==> src/rtl/microcode_sequencer.sv <==
// -----------------------------------------------------------------------------
// microcode_sequencer
//
// Steps through the microcode of one opcode at a time. An opcode accepted in
// FETCH selects a ROM page ({op_reg, upc}). EXEC then walks that page one word
// per non-stalled cycle, registering each control word onto ctrl. Sequencing
// ends at a word marked uend, or with a sticky error if the page runs out
// without one. The HALT opcode parks the block until reset.
//
// Ports
//   clk          in   rising-edge clock
//   reset_n      in   asynchronous active-low reset
//   instr_valid  in   an opcode is offered
//   instr_op     in   offered opcode [OP_W]
//   instr_ready  out  sequencer accepts an opcode (FETCH)
//   stall        in   freeze micro-sequencing (EXEC only)
//   rom_addr     out  microcode ROM address {op_reg, upc} [OP_W+UPC_W]
//   rom_data     in   ROM word: bit CW = uend, bits CW-1:0 = control word
//   ctrl         out  registered control word [CW]
//   ctrl_valid   out  ctrl carries a freshly sequenced word this cycle
//   pc_inc       out  one-cycle pulse: instruction complete
//   halted       out  sequencer is in HALT
//   err          out  sticky micro-PC overflow flag
// -----------------------------------------------------------------------------
module microcode_sequencer #(
  parameter int              OP_W    = 4,
  parameter int              UPC_W   = 5,
  parameter int              CW      = 11,
  parameter logic [OP_W-1:0] HALT_OP = '1
) (
  input  logic                  clk,
  input  logic                  reset_n,
  input  logic                  instr_valid,
  input  logic [OP_W-1:0]       instr_op,
  output logic                  instr_ready,
  input  logic                  stall,
  output logic [OP_W+UPC_W-1:0] rom_addr,
  input  logic [CW:0]           rom_data,
  output logic [CW-1:0]         ctrl,
  output logic                  ctrl_valid,
  output logic                  pc_inc,
  output logic                  halted,
  output logic                  err
);

  typedef enum logic [1:0] {
    FETCH = 2'd0,
    EXEC  = 2'd1,
    HALT  = 2'd2
  } state_e;

  localparam logic [UPC_W-1:0] UPC_MAX = '1;

  state_e           state_q, state_d;
  logic [OP_W-1:0]  op_q, op_d;
  logic [UPC_W-1:0] upc_q, upc_d;
  logic [CW-1:0]    ctrl_q, ctrl_d;
  logic             ctrl_valid_q, ctrl_valid_d;
  logic             pc_inc_q, pc_inc_d;
  logic             err_q, err_d;

  logic uend;
  assign uend = rom_data[CW];

  always_comb begin
    // NOTE: every target gets a default before the case so no path leaves a
    // signal unassigned; an unassigned path in always_comb infers a latch.
    state_d      = state_q;
    op_d         = op_q;
    upc_d        = upc_q;
    ctrl_d       = ctrl_q;
    err_d        = err_q;
    ctrl_valid_d = 1'b0;
    pc_inc_d     = 1'b0;

    unique case (state_q)
      FETCH: begin
        if (instr_valid) begin
          op_d    = instr_op;
          upc_d   = '0;
          state_d = (instr_op == HALT_OP) ? HALT : EXEC;
        end
      end

      EXEC: begin
        if (!stall) begin
          ctrl_d       = rom_data[CW-1:0];
          ctrl_valid_d = 1'b1;
          if (uend) begin
            // upc is left on the last word; FETCH reloads it anyway.
            state_d  = FETCH;
            pc_inc_d = 1'b1;
          end else if (upc_q == UPC_MAX) begin
            // Page exhausted with no uend: flag it and give up on the
            // instruction rather than wrapping into word 0 again.
            err_d   = 1'b1;
            state_d = FETCH;
          end else begin
            upc_d = upc_q + UPC_W'(1);
          end
        end
      end

      HALT: begin
        // Parked until reset; everything holds.
      end

      default: state_d = FETCH;
    endcase
  end

  // NOTE: sequential state uses non-blocking assignments so every flop samples
  // the pre-edge values, independent of statement order.
  always_ff @(posedge clk or negedge reset_n) begin
    if (!reset_n) begin
      state_q      <= FETCH;
      op_q         <= '0;
      upc_q        <= '0;
      ctrl_q       <= '0;
      ctrl_valid_q <= 1'b0;
      pc_inc_q     <= 1'b0;
      err_q        <= 1'b0;
    end else begin
      state_q      <= state_d;
      op_q         <= op_d;
      upc_q        <= upc_d;
      ctrl_q       <= ctrl_d;
      ctrl_valid_q <= ctrl_valid_d;
      pc_inc_q     <= pc_inc_d;
      err_q        <= err_d;
    end
  end

  assign rom_addr    = {op_q, upc_q};
  assign instr_ready = (state_q == FETCH);
  assign halted      = (state_q == HALT);
  assign ctrl        = ctrl_q;
  assign ctrl_valid  = ctrl_valid_q;
  assign pc_inc      = pc_inc_q;
  assign err         = err_q;

endmodule

==> config.mk <==
export PLATFORM = sky130hd
export DESIGN_NAME = microcode_sequencer
export DESIGN_NICKNAME = d
export VERILOG_FILES = /design/src/rtl/microcode_sequencer.sv
export SDC_FILE = /design/constraint.sdc
export NUM_CORES = 1
export LEC_CHECK = 0
export BUFFER_PORTS_ARGS = -buffer_cell sky130_fd_sc_hd__clkbuf_2
export CORE_AREA = 5 5 61 63
export DETAILED_ROUTE_END_ITERATION = 8
export DIE_AREA = 0 0 66 68
export PLACE_DENSITY_LB_ADDON = 0.3
export SYNTH_ARGS = -nofsm -noshare
export SYNTH_HDL_FRONTEND = slang
export SYNTH_SLANG_ARGS = --single-unit
==> constraint.sdc <==
create_clock -name clk -period 2.55 [get_ports clk]
set_input_delay 0.51 -clock clk [delete_from_list [all_inputs] [get_ports clk]]
set_output_delay 0.51 -clock clk [all_outputs]
set_load 0.02 [all_outputs]
---- Yosys cells after proc, flatten, opt, wreduce, memory -nomap -nowiden ----
Cells that the tools add are included.
storage, ports and cells
  register bits ........................... 25
  latch bits .............................. 0
  bits in writable memories ............... 0
  memory bits (read-only) ................. 0
  input bits .............................. 20
  word-level logic and storage cells ...... 43
  memories ................................ 0
cells by class
  add/subtract/negate cells ............... 1
  $mul .................................... 0
  divide/modulo/power cells ............... 0
  $lt $le $gt $ge ......................... 0
  eq/ne operators ......................... 9
  shifts and indexed selects .............. 0
  muxes and demuxes ....................... 16
  bitwise operators ....................... 3
  reductions and logical operators ........ 7
operators with widths
  kind                                           number
  2-to-1 mux 5 bit                               4
  2-to-1 mux 2 bit                               5
  case mux 5 bit (2 select lines)                1
  inequality test 2 bit, second input constant   4
  AND reduction 4 bit                            2
  case mux 2 bit (3 select lines)                1
  adder 5 x 1 -> 5 bit, second input constant    1
  == test 5 bit, second input constant           1
  2-to-1 mux 1 bit                               5
  AND reduction 5 bit                            1
  == test 4 bit, second input constant           1
  AND reduction 2 bit                            2
  inequality test 3 bit, second input constant   1
  inverter 1 bit                                 3
  == test 2 x 1 -> 1 bit, second input constant  1
  == test 2 bit, second input constant           1
  logical NOT 2 bit                              1
  nonzero test 2 bit                             1

---- Longest topological paths before layout ----
  word-level depth ........................ 5
  depth in mapped cells ................... 6
  mapped depth without buffers ............ 6

---- Worst setup path before layout ----
No wires, ideal clock.
  path kind ............................... register to register
  start ................................... reg upc_q[0]
  end ..................................... reg upc_q[0]
  library setup time ...................... 125 ps
  arrival ................................. 1784 ps
  data required time ...................... 2425 ps
  path slack .............................. 641 ps
  cell stages (with the launch flop) ...... 7
  path buffers ............................ 0
  clock period less this slack ............ 1909 ps
  cell sequence ........................... dfrtp_1 ha_1 and3_1 ha_1 nor4b_1 o21bai_1 mux2_2
on the way
  longest elaborated chain between the ends .. 5
  elaborated cells between the ends (all ways) .. 8
  those cells by class .................... add/sub: 1; eq/ne: 2; mux: 4; reduce/logical: 1
ends and longest elaborated chain
  item                             RTL line  RTL
  start: declaration               56        logic [UPC_W-1:0] upc_q, upc_d;
  start signal: assignment         126       upc_q <= upc_d;
  adder 5 x 1 -> 5 bit             99        upc_d = upc_q + UPC_W'(1);
  2-to-1 mux 5 bit                 93        end else if (upc_q == UPC_MAX) begin
  2-to-1 mux 5 bit                 89        if (uend) begin
  2-to-1 mux 5 bit                 86        if (!stall) begin
  case mux 5 bit (2 select lines)  76        unique case (state_q)
Parallel ways exist; a longest one is shown, timed or not. The select of a mux whose other input is x is not followed.
A chain may end at the register's enable or synchronous reset.

---- Final worst setup path ----
Ends and elaborated chain as after synthesis.

==> flow_summary.ini <==
[outcome]
status = complete, no violations

[synthesis]
synthFlopType = dfrtp_1
synth_nets = 95
yosys-top-cells-area = dfrtp_1, mux2_2, ha_1, nor3b_4, a22o_1
ys_warn_count = 0
synth.top_cell.area_share_pct = 59.4
synth_edf_count = 0
ys_types = 25
synth_seq_cells = 25
synth_area_per_cell_um2 = 14.4
async_reset_ff_share_pct = 100
syn_inst = 73
netlist_area_um2 = 1050
yosysTopAreaCell = dfrtp_1
ys_seq_area_share_pct = 59.4

[power]
power_frac_seq_pct = 50.6
p_switching_mw = 0.363
p_per_area_nw_per_um2 = 775
sw_frac_of_total_pct = 34.6
power_frac_comb_pct = 32.7
power_mw = 1.05
internal_power_mw = 0.686
power_frac_clock_pct = 16.7
peakVddDrop_mv = 0.369
p_leak_nw = 0.698

[route]
drt-total-wl_um = 2170
final_antenna_net_count = 0
drt_pass1_iterations = 4
drc = 0
drtIter0Drc = 10
routedWlPerCell_um = 13.0
avgViaCountPerCell = 4.54
vias = 759

[worst_setup_path]
crit_start = upc_q[0]$_DFFE_PN0P_
cp.depth = 6
r2r_start = upc_q[0]$_DFFE_PN0P_
crit_top_cell = ha_1
path_buf_inv = 0
crit_fanout = 5
worstSetupStartpointType = register
required_ns = 2.77
worst_r2r_endpoint = upc_q[0]$_DFFE_PN0P_
path_delay_family = simple AND/OR/NAND/NOR gates
endpoint_kind = register
cpPeakStageDelay_ns = 0.44
crit_end = upc_q[0]$_DFFE_PN0P_
critPathArrivalTime_ns = 2.16
path_cells = ha_1 > and3_1 > ha_1 > nor4b_1 > o21bai_1 > mux2_2
r2r_slack_ns = 0.60
crit_type = reg -> reg
r2r_cells = 6
crit_slowest_cell = dfrtp_1

[global_route]
grt_pass1_wl_um = 3680
gr-total-overflow = 0
grt_max_degree = 26
grt_pass1_vias = 821
antenna_found_initial = 0
grtUsageTotal_pct = 10.7

[placed_design]
placed_area_um2 = 1330
io_buffers = 44
dp_hpwl_um = 1700
gp_congestion = 0.699
dpl_worst_slack_ns = 0.592

[timing]
fin_skew_ns = 0.0108
fin_crit_ns = 1.95
hold_violations = 0
finalSetupViolCount = 0
slew_headroom_pct = 56.8
post-route-period-util_pct = 76.3
fin_ws_ns = 0.604
rsz0062_at_grt = false
worst_pin_slew_ns = 0.649
setup-tns-final_ns = 0
slew_viol_final = 0
max_clock_freq_mhz = 514

[finish]
post-route-util_pct = 42.6
antennaDiodeCount = 0
final_cell_area_um2 = 1350
layout-drive-gt1-share_pct = 57.9
syn2layout_area_growth_pct = 28.5
num-fill-cells = 306
nets = 144

[clock_network]
ctsHoldBuffers = 0
cts_buffer_depth = 2
clk_pin_slew_worst_paths_ns = 0.14
post_cts_buffers = 0
clock_latency_ns = 0.31
cts_buffers = 3
cts_tree = done
cts_root_buffer = clkbuf_4
cts_sinks = 25
htreeDepth = 1
cts_resized = 0

[floorplan]
fp.dieArea_um2 = 4490
initial_core_util_pct = 33.1
die_h_um = 68
dieWidth_um = 66
io_pins = 45
core-area_um2 = 3180
rows = 21

[hold_path]
min_path_type = in -> async

[run]
cap_violations = 0
==> final cells by class <==
type                            instances  area [um^2]  area share (%)
Timing Repair Buffer                   45          228            16.8
Multi-Input combinational cell         46          413            30.5
Inverter                                1         3.75           0.277
Tap cell                               46         57.6            4.25
Clock buffer                            4         26.3            1.94
Sequential cell                        25          626            46.2
==> power by group through the flow <==
stage	Sequential, mW	Combinational, mW	Clock (mW)
floorplan	0.629	0.122	0
global placement	0.533	0.343	0
detailed placement	0.541	0.350	0
CTS	0.533	0.351	0.189
global route	0.544	0.376	0.210
finish	0.531	0.343	0.175
==> worst min-delay path by stage <==
stage	startpoint	endpoint	slack, ns	cells after the start
floorplan	reset_n	ctrl[0]$_DFFE_PN0P_	0.21	0
global placement	err$_DFFE_PN0P_	err$_DFFE_PN0P_	0.46	1
detailed placement	err$_DFFE_PN0P_	err$_DFFE_PN0P_	0.46	1
CTS	reset_n	ctrl[9]$_DFFE_PN0P_	0.20	1
global route	reset_n	ctrl[8]$_DFFE_PN0P_	0.21	1
finish	reset_n	ctrl[9]$_DFFE_PN0P_	0.19	1
==> metrics by stage <==
stage	instances	hold slack, ns
after floorplan	73	0.214
after detailed placement	163	0.460
after global routing	167	0.213
after CTS	167	0.198
after global placement	163	0.459
final	167	0.188
==> placed cells by master (no fill, tap or decap), drive strengths merged <==
| master | count |
|---|---|
| clkbuf | 48 |
| dfrtp | 25 |
| mux2 | 16 |
| nor2 | 4 |
| and2 | 3 |
| and2b | 2 |
| a22o | 2 |
| nor2b | 2 |
| a21oi | 2 |
| ha | 2 |
| and3 | 1 |
| nor3b | 1 |
| nor4b | 1 |
| o21bai | 1 |
| nand3 | 1 |
| xnor2 | 1 |
| o211a | 1 |
| a21o | 1 |
| and4 | 1 |
| a32o | 1 |
| nand4 | 1 |
| a211oi | 1 |
| inv | 1 |
| a31o | 1 |
| buf | 1 |
==> worst reg2reg max path: stages, from the launching register on <==
cell	delay (ns)
dfrtp_1	0.44
ha_1	0.24
and3_1	0.19
ha_1	0.20
nor4b_1	0.29
o21bai_1	0.19
mux2_2	0.29
==> cell usage after synthesis, drive strengths merged, types with 2 or more instances <==
master / instances
and2: 3
nor2: 4
ha: 2
dfrtp: 25
a21oi: 2
mux2: 16
and2b: 2
nor2b: 2
a22o: 2
==> per-layer routing <==
layer | wire, um | share of wire (%) | vias up | track usage (%)
met3 | 128 | 5.9 | 2 | 2.96
met1 | 948 | 44 | 373 | 13.7
met2 | 1080 | 50 | 26 | 17.4
li1 | - | - | 358 | -
met4 | 15 | 0.69 | 0 | 3.81
met5 | 0 | 0 | - | 0
==> kinds of logic after synthesis <==
family / count (synthesis) / share of synthesized area, %
compound gates: 10 / 7.48
xor+xnor: 1 / 0.832
fa+ha+maj: 2 / 2.37
buf+inv: 2 / 1.42
flops: 25 / 59.4
mux: 16 / 17.1
simple gates: 17 / 11.4
==> registers in the layout (all words and copies together) (netlist names) <==
register    cells
ctrl_valid      1
pc_inc          1
op_q            4
err             1
upc_q           5
state_q         2
ctrl           11
No activity file was read; power rests on OpenSTA's default activity.
